## config.mk

```make
export PLATFORM = sky130hd
export DESIGN_NAME = rtc_mc_bus_ctrl
export DESIGN_NICKNAME = d
export VERILOG_FILES = /design/src/rtl/rtc_mc_pkg.sv /design/src/rtl/rtc_mc_sync.sv /design/src/rtl/rtc_mc_bus_ctrl.sv
export SDC_FILE = /design/constraint.sdc
export NUM_CORES = 1
export LEC_CHECK = 0
export ABC_AREA = 1
export CAP_MARGIN = 20
export CORE_MARGIN = 5
export CORE_UTILIZATION = 46
export CTS_CLUSTER_DIAMETER = 40
export DETAILED_ROUTE_END_ITERATION = 7
export PLACE_DENSITY = 0.87
export SETUP_SLACK_MARGIN = 0.02
export SLEW_MARGIN = 40
export SYNTH_ARGS = -nofsm -noshare
export SYNTH_HDL_FRONTEND = slang
export SYNTH_SLANG_ARGS = --single-unit
export TNS_END_PERCENT = 30
```

## constraint.sdc

```tcl
create_clock -name i_clk -period 5.41 [get_ports i_clk]
set_input_delay 1.3525 -clock i_clk [delete_from_list [all_inputs] [get_ports i_clk]]
set_output_delay 1.3525 -clock i_clk [all_outputs]
set_load 0.05 [all_outputs]
```

## src/rtl/rtc_mc_pkg.sv

```systemverilog
// Shared definitions for the microcontroller bus front-end.
package rtc_mc_pkg;

  localparam int unsigned MC_AW          = 6;
  localparam int unsigned MC_DW          = 32;
  localparam int unsigned MC_TIMEOUT_DEF = 255;

  typedef enum logic [2:0] {
    ST_IDLE,
    ST_WR_ISSUE,
    ST_RD_ISSUE,
    ST_RD_WAIT,
    ST_ACK,
    ST_HOLD
  } mc_state_e;

endpackage

```

## src/rtl/rtc_mc_sync.sv

```systemverilog
// Multi-flop synchronizer for one asynchronous request level, plus a
// registered rising-edge detect whose history flop resets to HIST_RST.
module rtc_mc_sync #(
  parameter int unsigned STAGES   = 2,
  parameter logic        HIST_RST = 1'b1
) (
  input  logic clk_i,
  input  logic rst_i,
  input  logic req_i,
  output logic level_o,
  output logic rise_o
);

  logic [STAGES-1:0] sync_q;
  logic [STAGES-1:0] fill_q;
  logic              hist_q;
  logic              rise_q;

  // Shift the asynchronous request through the synchronizer chain.
  always_ff @(posedge clk_i or posedge rst_i) begin
    if (rst_i) begin
      sync_q <= '0;
      fill_q <= '0;
    end else begin
      sync_q <= {sync_q[STAGES-2:0], req_i};
      fill_q <= {fill_q[STAGES-2:0], 1'b1};
    end
  end

  // Edge detect. The history is frozen at its reset value until the chain
  // has refilled, otherwise the reset-time zeros in the chain would make a
  // strobe already held at reset release look like a fresh edge.
  always_ff @(posedge clk_i or posedge rst_i) begin
    if (rst_i) begin
      hist_q <= HIST_RST;
      rise_q <= 1'b0;
    end else if (fill_q[STAGES-1]) begin
      hist_q <= sync_q[STAGES-1];
      rise_q <= sync_q[STAGES-1] & ~hist_q;
    end else begin
      rise_q <= 1'b0;
    end
  end

  assign level_o = sync_q[STAGES-1];
  assign rise_o  = rise_q;

endmodule

```

## src/rtl/rtc_mc_bus_ctrl.sv

```systemverilog
// Microcontroller bus front-end: synchronizes async cs/rd/wr strobes,
// issues single-cycle write/read requests and returns a four-phase ack.
// Optional ack-hold timeout enabled by defining RTC_MC_TIMEOUT_EN.
module rtc_mc_bus_ctrl
  import rtc_mc_pkg::*;
#(
  parameter int unsigned SYNC_STAGES    = 2,
  parameter int unsigned RD_LATENCY     = 1,
  parameter int unsigned TIMEOUT_CYCLES = MC_TIMEOUT_DEF
) (
  input  logic             i_clk,
  input  logic             i_reset,
  input  logic             i_cs_n,
  input  logic             i_wr_n,
  input  logic             i_rd_n,
  input  logic [MC_AW-1:0] i_mc_addr,
  input  logic [MC_DW-1:0] i_mc_wdata,
  input  logic [MC_DW-1:0] i_rd_data,
  output logic             o_wr_en,
  output logic             o_rd_en,
  output logic [MC_AW-1:0] o_addr,
  output logic [MC_DW-1:0] o_bus_data,
  output logic [MC_DW-1:0] o_mc_rdata,
  output logic             o_mc_ack,
  output logic             o_proto_err,
  output logic             o_timeout
);

  if (SYNC_STAGES < 2 || SYNC_STAGES > 4) begin : g_bad_sync
    $error("rtc_mc_bus_ctrl: SYNC_STAGES must be 2..4");
  end
  if (RD_LATENCY < 1 || RD_LATENCY > 4) begin : g_bad_lat
    $error("rtc_mc_bus_ctrl: RD_LATENCY must be 1..4");
  end
  if (TIMEOUT_CYCLES < 1 || TIMEOUT_CYCLES > 65535) begin : g_bad_tmo
    $error("rtc_mc_bus_ctrl: TIMEOUT_CYCLES must be 1..65535");
  end

  localparam logic [2:0] RD_LAT3 = 3'(RD_LATENCY);

  mc_state_e        state_q, state_d;
  logic [MC_AW-1:0] addr_q, addr_d;
  logic [MC_DW-1:0] wdata_q, wdata_d;
  logic [MC_DW-1:0] rdata_q, rdata_d;
  logic [2:0]       lat_q, lat_d;
  logic             perr_q, perr_d;

  logic wr_req, rd_req;
  logic wr_lvl, rd_lvl;
  logic wr_rise, rd_rise;

`ifdef RTC_MC_TIMEOUT_EN
  localparam logic [15:0] TMO_LIM = 16'(TIMEOUT_CYCLES);
  logic [15:0] tcnt_q, tcnt_d;
  logic        tmo_q, tmo_d;
`endif

  assign wr_req = ~i_cs_n & ~i_wr_n;
  assign rd_req = ~i_cs_n & ~i_rd_n;

  rtc_mc_sync #(
    .STAGES   (SYNC_STAGES),
    .HIST_RST (1'b1)
  ) u_sync_wr (
    .clk_i   (i_clk),
    .rst_i   (i_reset),
    .req_i   (wr_req),
    .level_o (wr_lvl),
    .rise_o  (wr_rise)
  );

  rtc_mc_sync #(
    .STAGES   (SYNC_STAGES),
    .HIST_RST (1'b1)
  ) u_sync_rd (
    .clk_i   (i_clk),
    .rst_i   (i_reset),
    .req_i   (rd_req),
    .level_o (rd_lvl),
    .rise_o  (rd_rise)
  );

  // State, captured bus fields and pulse registers.
  always_ff @(posedge i_clk or posedge i_reset) begin
    if (i_reset) begin
      state_q <= ST_IDLE;
      addr_q  <= '0;
      wdata_q <= '0;
      rdata_q <= '0;
      lat_q   <= '0;
      perr_q  <= 1'b0;
`ifdef RTC_MC_TIMEOUT_EN
      tcnt_q  <= '0;
      tmo_q   <= 1'b0;
`endif
    end else begin
      state_q <= state_d;
      addr_q  <= addr_d;
      wdata_q <= wdata_d;
      rdata_q <= rdata_d;
      lat_q   <= lat_d;
      perr_q  <= perr_d;
`ifdef RTC_MC_TIMEOUT_EN
      tcnt_q  <= tcnt_d;
      tmo_q   <= tmo_d;
`endif
    end
  end

  // Next-state, capture and read-latency counting.
  always_comb begin
    state_d = state_q;
    addr_d  = addr_q;
    wdata_d = wdata_q;
    rdata_d = rdata_q;
    lat_d   = lat_q;
    perr_d  = 1'b0;
`ifdef RTC_MC_TIMEOUT_EN
    tcnt_d  = '0;
    tmo_d   = 1'b0;
`endif
    unique case (state_q)
      ST_IDLE: begin
        if (wr_lvl && rd_lvl) begin
          perr_d  = 1'b1;
          state_d = ST_HOLD;
        end else if (wr_rise) begin
          addr_d  = i_mc_addr;
          wdata_d = i_mc_wdata;
          state_d = ST_WR_ISSUE;
        end else if (rd_rise) begin
          addr_d  = i_mc_addr;
          state_d = ST_RD_ISSUE;
        end
      end
      ST_WR_ISSUE: state_d = ST_ACK;
      ST_RD_ISSUE: begin
        lat_d   = 3'd1;
        state_d = ST_RD_WAIT;
      end
      ST_RD_WAIT: begin
        if (lat_q == RD_LAT3) begin
          rdata_d = i_rd_data;
          state_d = ST_ACK;
        end else begin
          lat_d = lat_q + 3'd1;
        end
      end
      ST_ACK: begin
        if (!wr_lvl && !rd_lvl) begin
          state_d = ST_IDLE;
        end
`ifdef RTC_MC_TIMEOUT_EN
        else if (tcnt_q + 16'd1 == TMO_LIM) begin
          tmo_d   = 1'b1;
          state_d = ST_HOLD;
        end else begin
          tcnt_d = tcnt_q + 16'd1;
        end
`endif
      end
      ST_HOLD: begin
        if (!wr_lvl && !rd_lvl) state_d = ST_IDLE;
      end
      default: state_d = ST_IDLE;
    endcase
  end

  assign o_wr_en     = (state_q == ST_WR_ISSUE);
  assign o_rd_en     = (state_q == ST_RD_ISSUE);
  assign o_mc_ack    = (state_q == ST_ACK);
  assign o_addr      = addr_q;
  assign o_bus_data  = wdata_q;
  assign o_mc_rdata  = rdata_q;
  assign o_proto_err = perr_q;
`ifdef RTC_MC_TIMEOUT_EN
  assign o_timeout   = tmo_q;
`else
  assign o_timeout   = 1'b0;
`endif

endmodule
```

==> results_dict.tcl <==
set metrics [dict create \
    outcome "finished clean" \
    cts.sinks 87 \
    first_global_vias 3038 \
    hp-class "reg2reg" \
    wl_per_cell_um 13.39 \
    port_buffers 148 \
    die_w_um 99.59 \
    max_cap_viol_count 0 \
    end_kind "output pin" \
    fill_cells 599 \
    drt-pass1-iter-count 4 \
    syn2layout_area_growth_pct 46.46 \
    skew_ns 0.007541 \
    ys_ff_latch 87 \
    place_hpwl_um 6354 \
    cellPowerDensity_mw_per_mm2 693.0 \
    reg2reg_slack_ns 3.20 \
    dieHeight_um 99.59 \
    worst_r2r_startpoint "lat_q[1]" \
    dp.cells 616 \
    max_slew.worst_pin.slew_ns 0.7704 \
    clkPwrFrac_pct 13.3 \
    startpoint_type "register" \
    layout-drive-gt1-share_pct 12.81 \
    cts_buffers 9 \
    internal-power_uw 1886 \
    track_usage_pct 16.80 \
    cts_root_buf "clkbuf_8" \
    ys_types 25 \
    hold_slack_ns 0.3556 \
    grt_first_pass_wirelength_um 13590 \
    netlist_area_mm2 0.003692 \
    worstHoldStart "u_sync_rd.sync_q[0]" \
    syn_nets 459 \
    required_ns 4.06 \
    globalplace.congestion 0.8542 \
    fin_crit_sh_pct 62.60 \
    start_util_pct 47.54 \
    wirelength_um 8477 \
    critPathKind "reg2out" \
    power.switching_uw 1861 \
    postCtsSetupRepairBufs 0 \
    syn_avg_cell_area_um2 9.666 \
    viasPerCell 4.711 \
    overflow 0 \
    setup.worst_path.start "state_q[0]" \
    slew_violations 0 \
    crit_chain "inv_2 -> nand2_2 -> nor2_1 -> clkdlybuf4s50_1" \
    cp_slowest_cell "clkdlybuf4s50_1" \
    vias 2982 \
    num_rows 32 \
    hold_violations 0 \
    path_max_fanout 5 \
    cts_buffer_depth 2 \
    p_comb_share_pct 57.3 \
    p_seq_share_pct 29.3 \
    synth_seq_area_share_pct 59.03 \
    final_core_util_pct 69.62 \
    ys_warn_count 0 \
    clkSlewWorstSetupHoldPaths_ns 0.09 \
    fin_nets 603 \
    slew_headroom_pct 48.52 \
    max_freq_ghz 0.2953 \
    switching_share_pct 49.67 \
    setup_viol 0 \
    initialDrtViolationCount 102 \
    htreeDepth 3 \
    coreArea_mm2 0.007767 \
    cts_tree "done" \
    drcViolationCount 0 \
    antenna_found_initial 0 \
    power.leakage_uw 0.002635 \
    clk_latency_ns 0.34 \
    postSynthCellCount 382 \
    max_stage_delay_ns 0.87 \
    cts_resized 0 \
    die-area_mm2 0.009918 \
    pre_cts_ws_ns 2.393 \
    ctsHoldBuffers 0 \
    ios 150 \
    min_period_ns 3.387 \
    setup_tns_ns 0 \
    worstPathArrival_ns 2.03 \
    num_antenna_cells 0 \
    setup_ws_ns 2.023 \
    peakVddDrop_v 0.0003702 \
    grt_max_degree 65 \
    detail-route-antenna-nets 0 \
    rsz0062_at_grt "false" \
    fin_cells 633 \
]
layout make-up:
type,count,area [µm²],area share [%]
inverter,51,196.4,3.633
timing repair buffer,150,1509,27.90
multi-input combinational,227,1169,21.61
sequential,87,2180,40.31
clock inverter,7,102.6,1.897
tap,102,127.6,2.360
clock buffer,9,123.9,2.291
worst max-delay path: cells and delay by family, from the launching register on:
family	cells	cell delay (ns)
flip-flops	1	0.46
buffers and inverters	2	0.96
AND/OR/NAND/NOR	2	0.28
per-layer routing:
metal	routed length [µm]	global-route usage (%)	up-vias
li1	-	-	1467
met4	182	6.513	0
met1	3520	20.53	1374
met3	620	4.067	17
met5	0	0	-
met2	4154	28.72	124
power groups by stage:
stage | combinational (µW) | clock (µW) | sequential, µW
global placement | 2120 | 0 | 1100
detailed placement | 2170 | 0 | 1110
floorplan | 540 | 0 | 2010
CTS | 2170 | 513 | 1100
global route | 2270 | 536 | 1130
finish | 2150 | 499 | 1100
worst paths after layout:
path | end | cells after the start
worst min register to register | u_sync_rd.sync_q[1] | 0
worst max register to register | o_mc_rdata[5] | 7
max in group asynchronous | o_mc_rdata[6] | 3
min in group asynchronous | o_bus_data[12] | 2
worst min-delay path | u_sync_rd.sync_q[1] | 0
worst max-delay path | o_rd_en | 4
registers in the layout, indices dropped and copies added (netlist names):
name              flops
o_mc_rdata           32
lat_q                 3
o_proto_err           1
o_addr                6
u_sync_rd.fill_q      2
u_sync_rd.rise_o      1
u_sync_rd.hist_q      1
o_bus_data           32
u_sync_wr.hist_q      1
u_sync_rd.sync_q      2
state_q               3
u_sync_wr.rise_o      1
u_sync_wr.sync_q      2
cells in the mapped netlist:
cell type / count / share of area [%]
nor2_1: 16 / 1.6
nor2_4: 1 / 0.30
nand3_2: 1 / 0.27
nand2_1: 116 / 12
ha_1: 2 / 0.68
dfstp_2: 2 / 1.4
buf_2: 3 / 0.41
a21oi_1: 1 / 0.14
o21ai_2: 37 / 8.8
mux2i_1: 1 / 0.27
xnor2_1: 1 / 0.24
nand3_4: 1 / 0.47
o21ai_1: 2 / 0.27
dfrtp_1: 85 / 58
nand3b_1: 1 / 0.20
nor2_2: 2 / 0.34
inv_1: 48 / 4.9
buf_4: 4 / 0.81
or2_1: 1 / 0.17
buf_6: 10 / 3.0
conb_1: 2 / 0.20
inv_2: 3 / 0.30
o21ai_0: 5 / 0.68
nand2_2: 2 / 0.34
nand3_1: 35 / 4.7
logic make-up (layout without fill, tap and decap cells):
kind of cell | after synthesis | count (layout) | synth area share [%]
AOI/OAI and AO/OA | 45 | 45 | 9.861
xor gates and xnor gates | 1 | 1 | 0.2373
adders and majority gates | 2 | 2 | 0.6776
buffers and inverters | 68 | 217 | 9.454
DFF | 87 | 87 | 59.03
muxes | 1 | 1 | 0.2711
other | 2 | 2 | 0.2034
and+or+nand+nor | 176 | 176 | 20.26
metrics by stage:
stage / instance area [µm²] / power (µW)
3_3_place_gp: 5152 / 3216
3_5_place_dp: 5161 / 3272
5_1_grt: 5408 / 3941
4_1_cts: 5388 / 3781
2_1_floorplan: 3692 / 2553
6_report: 5408 / 3748
layout by cell type (no fill, tap or decap), types with 2 or more instances in the layout:
cell type / instances
bufinv_16: 2
dfstp_2: 2
o21ai_0: 5
o21ai_2: 37
nand2_1: 116
ha_1: 2
nand2_2: 2
nor2_1: 16
clkbuf_8: 9
nand3_1: 35
clkdlybuf4s50_1: 148
inv_6: 3
clkinv_4: 2
nor2_4: 2
conb_1: 2
o21ai_1: 2
dfrtp_1: 85
inv_2: 3
inv_1: 47
(Power assumes the default switching activity.)
